<file path="config.mk">
export PLATFORM = sky130hd
export DESIGN_NAME = mix_column_engine_flat
export DESIGN_NICKNAME = d
export VERILOG_FILES = /design/src/rtl/mix_column_engine_if.sv /design/src/rtl/mix_column_engine.sv /design/src/flat_wrapper.sv
export SDC_FILE = /design/constraint.sdc
export NUM_CORES = 1
export LEC_CHECK = 0
export ABC_CLOCK_PERIOD_IN_PS = 5600
export CAP_MARGIN = 15
export CORE_AREA = 2 2 131 133
export CTS_CLUSTER_SIZE = 10
export DETAILED_ROUTE_END_ITERATION = 10
export DIE_AREA = 0 0 133 135
export PLACE_DENSITY = 0.89
export SLEW_MARGIN = 20
export SYNTH_ARGS = -nofsm -noshare
export SYNTH_HDL_FRONTEND = slang
export SYNTH_SLANG_ARGS = --single-unit
export TNS_END_PERCENT = 5
</file>
<file path="constraint.sdc">
create_clock -name clk -period 5.6 [get_ports clk]
set_clock_uncertainty 0.15 [all_clocks]
set_input_delay 1.12 -clock clk [delete_from_list [all_inputs] [get_ports clk]]
set_output_delay 1.12 -clock clk [all_outputs]
set_load 0.01 [all_outputs]
</file>
<file path="src/rtl/mix_column_engine_if.sv">
// Handshake bundle for the MixColumns engine: input state port and result port.
interface mix_column_engine_if;
    logic         in_valid;
    logic         in_ready;
    logic         in_inv;
    logic [127:0] in_state;
    logic         out_valid;
    logic         out_ready;
    logic [127:0] out_state;

    modport master (
        output in_valid, in_inv, in_state, out_ready,
        input  in_ready, out_valid, out_state
    );

    modport slave (
        input  in_valid, in_inv, in_state, out_ready,
        output in_ready, out_valid, out_state
    );
endinterface

</file>
<file path="src/rtl/mix_column_engine.sv">
// Sequential MixColumns / InvMixColumns engine; COLS_PER_CYCLE columns per clock.
module mix_column_engine #(
    parameter int unsigned COLS_PER_CYCLE = 1
) (
    input  logic              clk,
    input  logic              rst_n,
    mix_column_engine_if.slave bus,
    output logic              busy
);

    if (COLS_PER_CYCLE != 1 && COLS_PER_CYCLE != 2 && COLS_PER_CYCLE != 4) begin : g_bad_cols
        $error("mix_column_engine: COLS_PER_CYCLE must be 1, 2 or 4");
    end

    // idx is 2 bits and wraps back to 0 after the last column; with 4 columns
    // per cycle the step is 0 and the single CALC cycle is also the last one.
    localparam logic [1:0] STEP     = 2'(COLS_PER_CYCLE);
    localparam logic [1:0] LAST_IDX = 2'(4 - COLS_PER_CYCLE);

    typedef enum logic [1:0] {IDLE, CALC, DONE} state_t;

    state_t           state_q, state_d;
    logic [3:0][31:0] work, work_next;   // work[3] is column 0 (MSB word)
    logic [1:0]       idx;
    logic             mode;
    logic             capture, step;
    logic             in_ready_c, out_valid_c, busy_c;

    function automatic logic [7:0] xtime(input logic [7:0] x);
        return {x[6:0], 1'b0} ^ (x[7] ? 8'h1b : 8'h00);
    endfunction

    function automatic logic [31:0] mix_col(input logic [31:0] col, input logic inv);
        logic [7:0]  a  [4];
        logic [7:0]  x2 [4];
        logic [7:0]  x4 [4];
        logic [7:0]  x8 [4];
        logic [7:0]  m0 [4];
        logic [7:0]  m1 [4];
        logic [7:0]  m2 [4];
        logic [7:0]  m3 [4];
        logic [31:0] res;
        res = '0;
        for (int unsigned r = 0; r < 4; r++) begin
            a[r]  = col[31 - 8*r -: 8];
            x2[r] = xtime(a[r]);
            x4[r] = xtime(x2[r]);
            x8[r] = xtime(x4[r]);
            m0[r] = inv ? (x2[r] ^ x4[r] ^ x8[r]) : x2[r];
            m1[r] = inv ? (a[r] ^ x2[r] ^ x8[r])  : (x2[r] ^ a[r]);
            m2[r] = inv ? (a[r] ^ x4[r] ^ x8[r])  : a[r];
            m3[r] = inv ? (a[r] ^ x8[r])          : a[r];
        end
        for (int unsigned r = 0; r < 4; r++) begin
            res[31 - 8*r -: 8] = m0[r] ^ m1[(r + 1) % 4] ^ m2[(r + 2) % 4] ^ m3[(r + 3) % 4];
        end
        return res;
    endfunction

    // Transform the COLS_PER_CYCLE columns starting at idx.
    always_comb begin
        logic [1:0] col;
        col       = '0;
        work_next = work;
        for (int unsigned k = 0; k < COLS_PER_CYCLE; k++) begin
            col = idx + 2'(k);
            work_next[2'd3 - col] = mix_col(work[2'd3 - col], mode);
        end
    end

    // FSM state register.
    always_ff @(posedge clk or negedge rst_n) begin
        if (!rst_n) begin
            state_q <= IDLE;
        end else begin
            state_q <= state_d;
        end
    end

    // Next-state, handshake outputs and datapath controls.
    always_comb begin
        state_d     = state_q;
        capture     = 1'b0;
        step        = 1'b0;
        in_ready_c  = 1'b0;
        out_valid_c = 1'b0;
        busy_c      = 1'b0;
        case (state_q)
            IDLE: begin
                in_ready_c = 1'b1;
                if (bus.in_valid) begin
                    capture = 1'b1;
                    state_d = CALC;
                end
            end
            CALC: begin
                busy_c = 1'b1;
                step   = 1'b1;
                if (idx == LAST_IDX) begin
                    state_d = DONE;
                end
            end
            DONE: begin
                out_valid_c = 1'b1;
                in_ready_c  = bus.out_ready;
                if (bus.out_ready) begin
                    if (bus.in_valid) begin
                        capture = 1'b1;
                        state_d = CALC;
                    end else begin
                        state_d = IDLE;
                    end
                end
            end
            default: state_d = IDLE;
        endcase
    end

    // Working register, direction and column index.
    always_ff @(posedge clk or negedge rst_n) begin
        if (!rst_n) begin
            work <= '0;
            mode <= 1'b0;
            idx  <= '0;
        end else if (capture) begin
            work <= bus.in_state;
            mode <= bus.in_inv;
            idx  <= '0;
        end else if (step) begin
            work <= work_next;
            idx  <= idx + STEP;
        end
    end

    assign bus.in_ready  = in_ready_c;
    assign bus.out_valid = out_valid_c;
    assign bus.out_state = work;
    assign busy          = busy_c;

endmodule
</file>
<file path="src/flat_wrapper.sv">
// flat-port wrapper written by rule: the top's interface ports become plain ports
module mix_column_engine_flat 
#(
    parameter int unsigned COLS_PER_CYCLE = 1
)
  (clk, rst_n, busy, bus_in_valid, bus_in_inv, bus_in_state, bus_out_ready, bus_in_ready, bus_out_valid, bus_out_state);
  mix_column_engine_if bus_i ();
  input  logic clk;
  input  logic rst_n;
  output logic busy;
  input wire logic [$bits(bus_i.in_valid)-1:0] bus_in_valid;
  input wire logic [$bits(bus_i.in_inv)-1:0] bus_in_inv;
  input wire logic [$bits(bus_i.in_state)-1:0] bus_in_state;
  input wire logic [$bits(bus_i.out_ready)-1:0] bus_out_ready;
  output wire logic [$bits(bus_i.in_ready)-1:0] bus_in_ready;
  output wire logic [$bits(bus_i.out_valid)-1:0] bus_out_valid;
  output wire logic [$bits(bus_i.out_state)-1:0] bus_out_state;
  assign bus_i.in_valid = bus_in_valid;
  assign bus_i.in_inv = bus_in_inv;
  assign bus_i.in_state = bus_in_state;
  assign bus_i.out_ready = bus_out_ready;
  assign bus_in_ready = bus_i.in_ready;
  assign bus_out_valid = bus_i.out_valid;
  assign bus_out_state = bus_i.out_state;
  mix_column_engine #(.COLS_PER_CYCLE(COLS_PER_CYCLE)) u_core (.clk(clk), .rst_n(rst_n), .bus(bus_i), .busy(busy));
endmodule
</file>
==> results of run 1 <==
worst max-delay path, cell delays in order (launching register included):
cell	delay, ns
dfrtp_2	0.88
mux4_2	0.78
xor2_2	0.52
xnor3_1	0.52
xnor2_1	0.20
mux2i_1	0.18
xnor2_1	0.63
o21ai_1	0.17
through the flow:
| stage | hold slack (ns) | setup slack, ns | util |
|---|---|---|---|
| floorplan | 0.403 | 2.41 | - |
| global placement | 0.363 | 1.58 | 0.684 |
| detailed placement | 0.378 | 1.50 | 0.684 |
| CTS | 0.384 | 1.47 | 0.723 |
| global route | 0.415 | 1.31 | 0.725 |
| finish | 0.384 | 1.40 | 0.725 |
cell type report:
cell class              count  area, sq um
multi-input cells         534         4880
fillers                  1027         4510
flip-flops and latches    133         3330
repair buffers            277         2770
clock buffers              20          457
well taps                 220          275
clock inverters            12          176
inverters                   4         15.0
flip-flops by register name, indices dropped and copies added, names as in the netlist:
signal                flops
u_core.state_q            2
u_core.mode               1
u_core.idx                2
u_core.bus.out_state    128
per-layer routing:
layer | track usage | vias to the layer above
met5 | 0 | -
met4 | 0.211 | 0
met3 | 0.0927 | 157
met2 | 0.588 | 685
met1 | 0.438 | 3848
li1 | - | 3165
worst paths after layout:
| kind | cells after the start | to | from |
|---|---|---|---|
| worst max-delay path | 7 | u_core.bus.out_state[11]$_DFFE_PN0P_ | u_core.idx[0]$_DFFE_PN0P_ |
| worst max register to register | 7 | u_core.bus.out_state[11]$_DFFE_PN0P_ | u_core.idx[0]$_DFFE_PN0P_ |
| worst min-delay path | 2 | u_core.bus.out_state[76]$_DFFE_PN0P_ | u_core.bus.out_state[76]$_DFFE_PN0P_ |
| min in group asynchronous | 1 | u_core.state_q[1]$_DFFE_PN0P_ | rst_n |
| max in group asynchronous | 2 | u_core.bus.out_state[96]$_DFFE_PN0P_ | rst_n |
| worst min register to register | 2 | u_core.bus.out_state[76]$_DFFE_PN0P_ | u_core.bus.out_state[76]$_DFFE_PN0P_ |
cell families (layout without fill, tap and decap cells):
| group | Yosys count | after routing |
|---|---|---|
| adder cells (fa/ha/maj) | 4 | 4 |
| flip-flops | 133 | 133 |
| buffers and inverters | 66 | 313 |
| AND/OR/NAND/NOR | 33 | 33 |
| multiplexers | 37 | 37 |
| AO/OA/AOI/OAI | 266 | 266 |
| XOR/XNOR | 194 | 194 |
cell usage in the layout (no fill, tap or decap), drive strengths merged, types with 4 or more instances in the layout:
cell type and n:
a21oi 8, a22oi 128, and2 6, buf 15, bufinv 4, clkbuf 20, clkdlybuf4s50 262, clkinv 5
dfrtp 133, ha 4, inv 5, mux2i 4, mux4 32, nand2 19, nor2b 5, o21ai 128
xnor2 137, xnor3 20, xor2 34
==> impl_metrics.ini, run 1 <==
[synth]
yosys-top-cells-area = dfrtp_1 39%, xnor2_1 12%, a22oi_1 11%
yosysUniqueCellTypes = 32
ys_warn_count = 0
async_reset_ff_frac = 1.00
syn_inst = 733
synthFlopType = dfrtp_1
synth_top_family_by_area = XOR/XNOR gates
netlist_area_sq_um = 8510
synth_top_area_share = 0.391
synthMuxAreaShare = 0.0908
synth_simple_gate_area_frac = 0.0187
synth_edf_count = 0
ys_seq_elements = 133
yosys.area_share.xor_xnor = 0.258
ys_top_cells_by_count = 133 x dfrtp_1, 128 x a22oi_1, 121 x xnor2_1, 70 x o21ai_1, 58 x o21ai_0
syn_avg_cell_area_sq_um = 11.6
syn_nets = 870
synth_most_common_cell = dfrtp_1
yosysTopAreaCell = dfrtp_1
yosysSeqAreaShare = 0.391
synth_compound_area_frac = 0.195
synthAdderAreaFrac = 0.00588

[routing]
drt_first_pass_iters = 6
wl_microns = 32500
met2_length_microns = 15800
drtIter0Drc = 1139
top_layer = met4
wl_per_cell_microns = 27.1
routed_via_density = 6.55
wl_met3_microns = 3550
route.layer.met1.wl_microns = 11200
ant_nets = 0
route.detailed.drc = 0
vias = 7855

[clock_tree]
cts_buffer_depth = 2
cts-resized-gates = 0
cts_sinks = 133
cts_max_level = 4
cts-root-buf = clkbuf_16
clock_latency_ns = 0.44
clkTransAtPathRegs_ns = 0.06
post_cts_buffers = 0
cts_tree = built
cts_buffers = 17
cts_hold_buf = 0

[sta]
slew_viol_final = 0
report.final.hold_viol_count = 0
setup_viol = 0
layout_min_cycle_time_ns = 4.20
rsz0062_at_grt = no
finalSetupTns_ns = 0
fmax_mhz = 238
slew_headroom = 0.226
period_share = 0.750
worstMarginPinSlew_ns = 1.16

[die]
start_util = 0.518
design.core.area_sq_um = 16400
dieArea_sq_um = 18000
die_w_microns = 133
placementRows = 47
ios = 264
die_h_microns = 135

[critical_path]
critPathRequiredTime_ns = 5.74
crit_arrival_ns = 4.34
regToRegSetupSlack_ns = 1.40
startpoint_type = flop
cp_max_fo = 22
critPathKind = reg2reg
end_kind = flop

[grt]
grt_overflow_total = 0
grt_pass1_vias = 8147
grt_usage = 0.361
grt_pass1_wl_microns = 48000
antenna_found_initial = 0
grt_max_degree = 85

[final_layout]
nets = 1104
drive_gt1_frac = 0.109
fin_cells = 1200
area_delta_synth_final_pct = 39.9
antennaDiodeCount = 0
postLayoutCellArea_sq_um = 11900

[placed_design]
place_congestion = 0.976
placed_cell_area_sq_um = 11200
port_buffers = 263
place_hpwl_microns = 22100
placed_cells = 1166

[run_status]
status = finished, final reports clean

[run]
drv_cap = 0

[hold_path]
min_path_type = reg2reg
Power of run 1 is left out: the tool's default activity adds up to more than one toggle a clock period on the data nets, which glitch-free logic cannot reach.
==> inputs of run 2 (changes only) <==
Settings changed: ABC_CLOCK_PERIOD_IN_PS 5600 to 3530, CORE_AREA 2 2 131 133 to 2 2 144 146, DIE_AREA 0 0 133 135 to 0 0 146 148, PLACE_DENSITY 0.89 to 0.79.
Clock period 5.6 ns to 3.53 ns, I/O delays scaled along.
==> run 2 against run 1 <==
Critical path depth up 1; cell count up 6.7%; final area up 2.9%; worst hold slack worse by 0.22 ns; utilization down 11 points; global-route usage down 6.8 points.
==> impl_metrics.ini, run 2 (synthesis gave the netlist of run 1 again) <==
[critical_path]
path_cells = buf_4 -> mux4_2 -> xnor2_1 -> xnor2_2 -> xnor3_1 -> and2_1 -> xor3_1 -> o21ai_1
critPathRequiredTime_ns = 3.72
cp_max_fo = 7
crit_arrival_ns = 3.63
worst_r2r_path_depth = 8
startpoint_type = flop
critPathKind = reg2reg
end_kind = flop
cp_slowest_stage_delay_ns = 0.68
crit_slowest_cell = mux4_2

[die]
start_util = 0.424
design.core.area_sq_um = 20000
die_h_microns = 148
die_w_microns = 146
dieArea_sq_um = 21600
ios = 264
placementRows = 52

[run]
drv_cap = 0

[clock_tree]
clock_latency_ns = 0.43
cts_buffer_depth = 2
cts-root-buf = clkbuf_16
cts_max_level = 4
cts_buffers = 17
cts_tree = built
cts_sinks = 133
clkTransAtPathRegs_ns = 0.06
cts_hold_buf = 0

[final_layout]
nets = 1133
area_delta_synth_final_pct = 44.0
postLayoutCellArea_sq_um = 12200
drive_gt1_frac = 0.137
largest_register_ffs = 128
final_cell_mix = 262 x clkdlybuf4s50_1, 131 x dfrtp_1, 128 x a22oi_1, 119 x xnor2_1, 70 x o21ai_1
fin_cells = 1280
fill_cells = 1627
final_common_cell = clkdlybuf4s50_1

[routing]
route.detailed.drc = 0
drtIter0Drc = 718
wl_microns = 31800
wl_per_cell_microns = 24.8
ant_nets = 0
drt_first_pass_iters = 6
vias = 7580
routed_via_density = 5.92

[placed_design]
port_buffers = 263
placed_cell_area_sq_um = 11600
place_congestion = 0.991
placed_cells = 1247
place_hpwl_microns = 23200

[grt]
antenna_found_initial = 1
grt_pass1_vias = 7903
grt_max_degree = 73
grt_pass1_wl_microns = 47600
grt_overflow_total = 0
grt_usage = 0.293

[sta]
setup_viol = 0
rsz0062_at_grt = yes
period_share = 0.974
slew_viol_final = 0
report.final.hold_viol_count = 0
layout_min_cycle_time_ns = 3.44
fmax_mhz = 291
fin_hold_ws_ns = 0.160
slew_headroom = 0.462
worstMarginPinSlew_ns = 0.805

[run_status]
status = finished, final reports clean

[hold_path]
min_path_type = in2async
## run 2: cell types whose count changed in the layout (fill, tap and decap cells not counted)
cell	delta
clkinv_4	+2
dfrtp_2	+1
xnor2_1	-2
buf_8	-1
buf_16	-1
clkinv_2	-1
dfrtp_1	-1
clkinvlp_4	-2
diode_2	+1
buf_12	+6
xnor2_2	+2
buf_4	+25
clkbuf_1	+1
## run 2: critical path, delay by kind of cell, from the launching register on
kind | cells | cell delay, ns
xor+xnor | 4 | 1.47
mux | 1 | 0.68
flops | 1 | 0.41
buf+inv | 1 | 0.22
simple gates | 1 | 0.21
compound gates | 1 | 0.20
## run 2: layer usage
| metal | GRT usage | part of all wire | routed length, microns | vias to the layer above |
|---|---|---|---|---|
| li1 | - | - | - | 3238 |
| met1 | 0.358 | 0.36 | 11600 | 3736 |
| met2 | 0.488 | 0.50 | 15900 | 515 |
| met3 | 0.0843 | 0.097 | 3080 | 91 |
| met4 | 0.123 | 0.039 | 1240 | 0 |
| met5 | 0 | 0 | 0 | - |
## run 2: metrics by stage
| step | worst slack, ns | utilization | setup TNS [ns] |
|---|---|---|---|
| 2_1_floorplan | 0.342 | - | 0 |
| 3_3_place_gp | 0.154 | 0.579 | 0 |
| 3_5_place_dp | 0.104 | 0.579 | 0 |
| 4_1_cts | 0.0633 | 0.610 | 0 |
| 5_1_grt | -0.0366 | 0.611 | -0.0718 |
| 6_report | 0.0914 | 0.611 | 0 |
## run 2: path summary, 6_finish.rpt
kind	startpoint	end	slack, ns
worst max-delay path	u_core.idx[0]$_DFFE_PN0P_	u_core.bus.out_state[37]$_DFFE_PN0P_	0.09
worst min-delay path	rst_n	u_core.bus.out_state[32]$_DFFE_PN0P_	0.16
worst max register to register	u_core.idx[0]$_DFFE_PN0P_	u_core.bus.out_state[37]$_DFFE_PN0P_	0.09
worst min register to register	u_core.bus.out_state[106]$_DFFE_PN0P_	u_core.bus.out_state[106]$_DFFE_PN0P_	0.40
max in group asynchronous	rst_n	u_core.bus.out_state[35]$_DFFE_PN0P_	2.30
min in group clk	u_core.bus.out_state[106]$_DFFE_PN0P_	u_core.bus.out_state[106]$_DFFE_PN0P_	0.40
## run 2: cell type report
class / count / area, sq um / share of cell area
Multi-Input combinational cell: 534 / 4890 / 0.400
Antenna cell: 1 / 2.50 / 0.000204
Tap cell: 270 / 338 / 0.0276
Clock buffer: 21 / 460 / 0.0376
Inverter: 4 / 15.0 / 0.00123
Timing Repair Buffer: 306 / 3030 / 0.248
Sequential cell: 133 / 3330 / 0.272
Clock inverter: 11 / 174 / 0.0142
## run 2: timing repair
item / CTS / global route
setup endpoints to repair: 0 / 8
gates resized for setup: 0 / 2
setup buffers: 0 / 0
Power of run 2 is left out for the same reason.
==> inputs of run 3 (changes only) <==
Settings changed: CTS_CLUSTER_SIZE 10 to unset.
==> results of run 3 <==
No change in the layout: final DEF, timing and power equal those of run 2.
Power of run 3 is left out for the same reason.
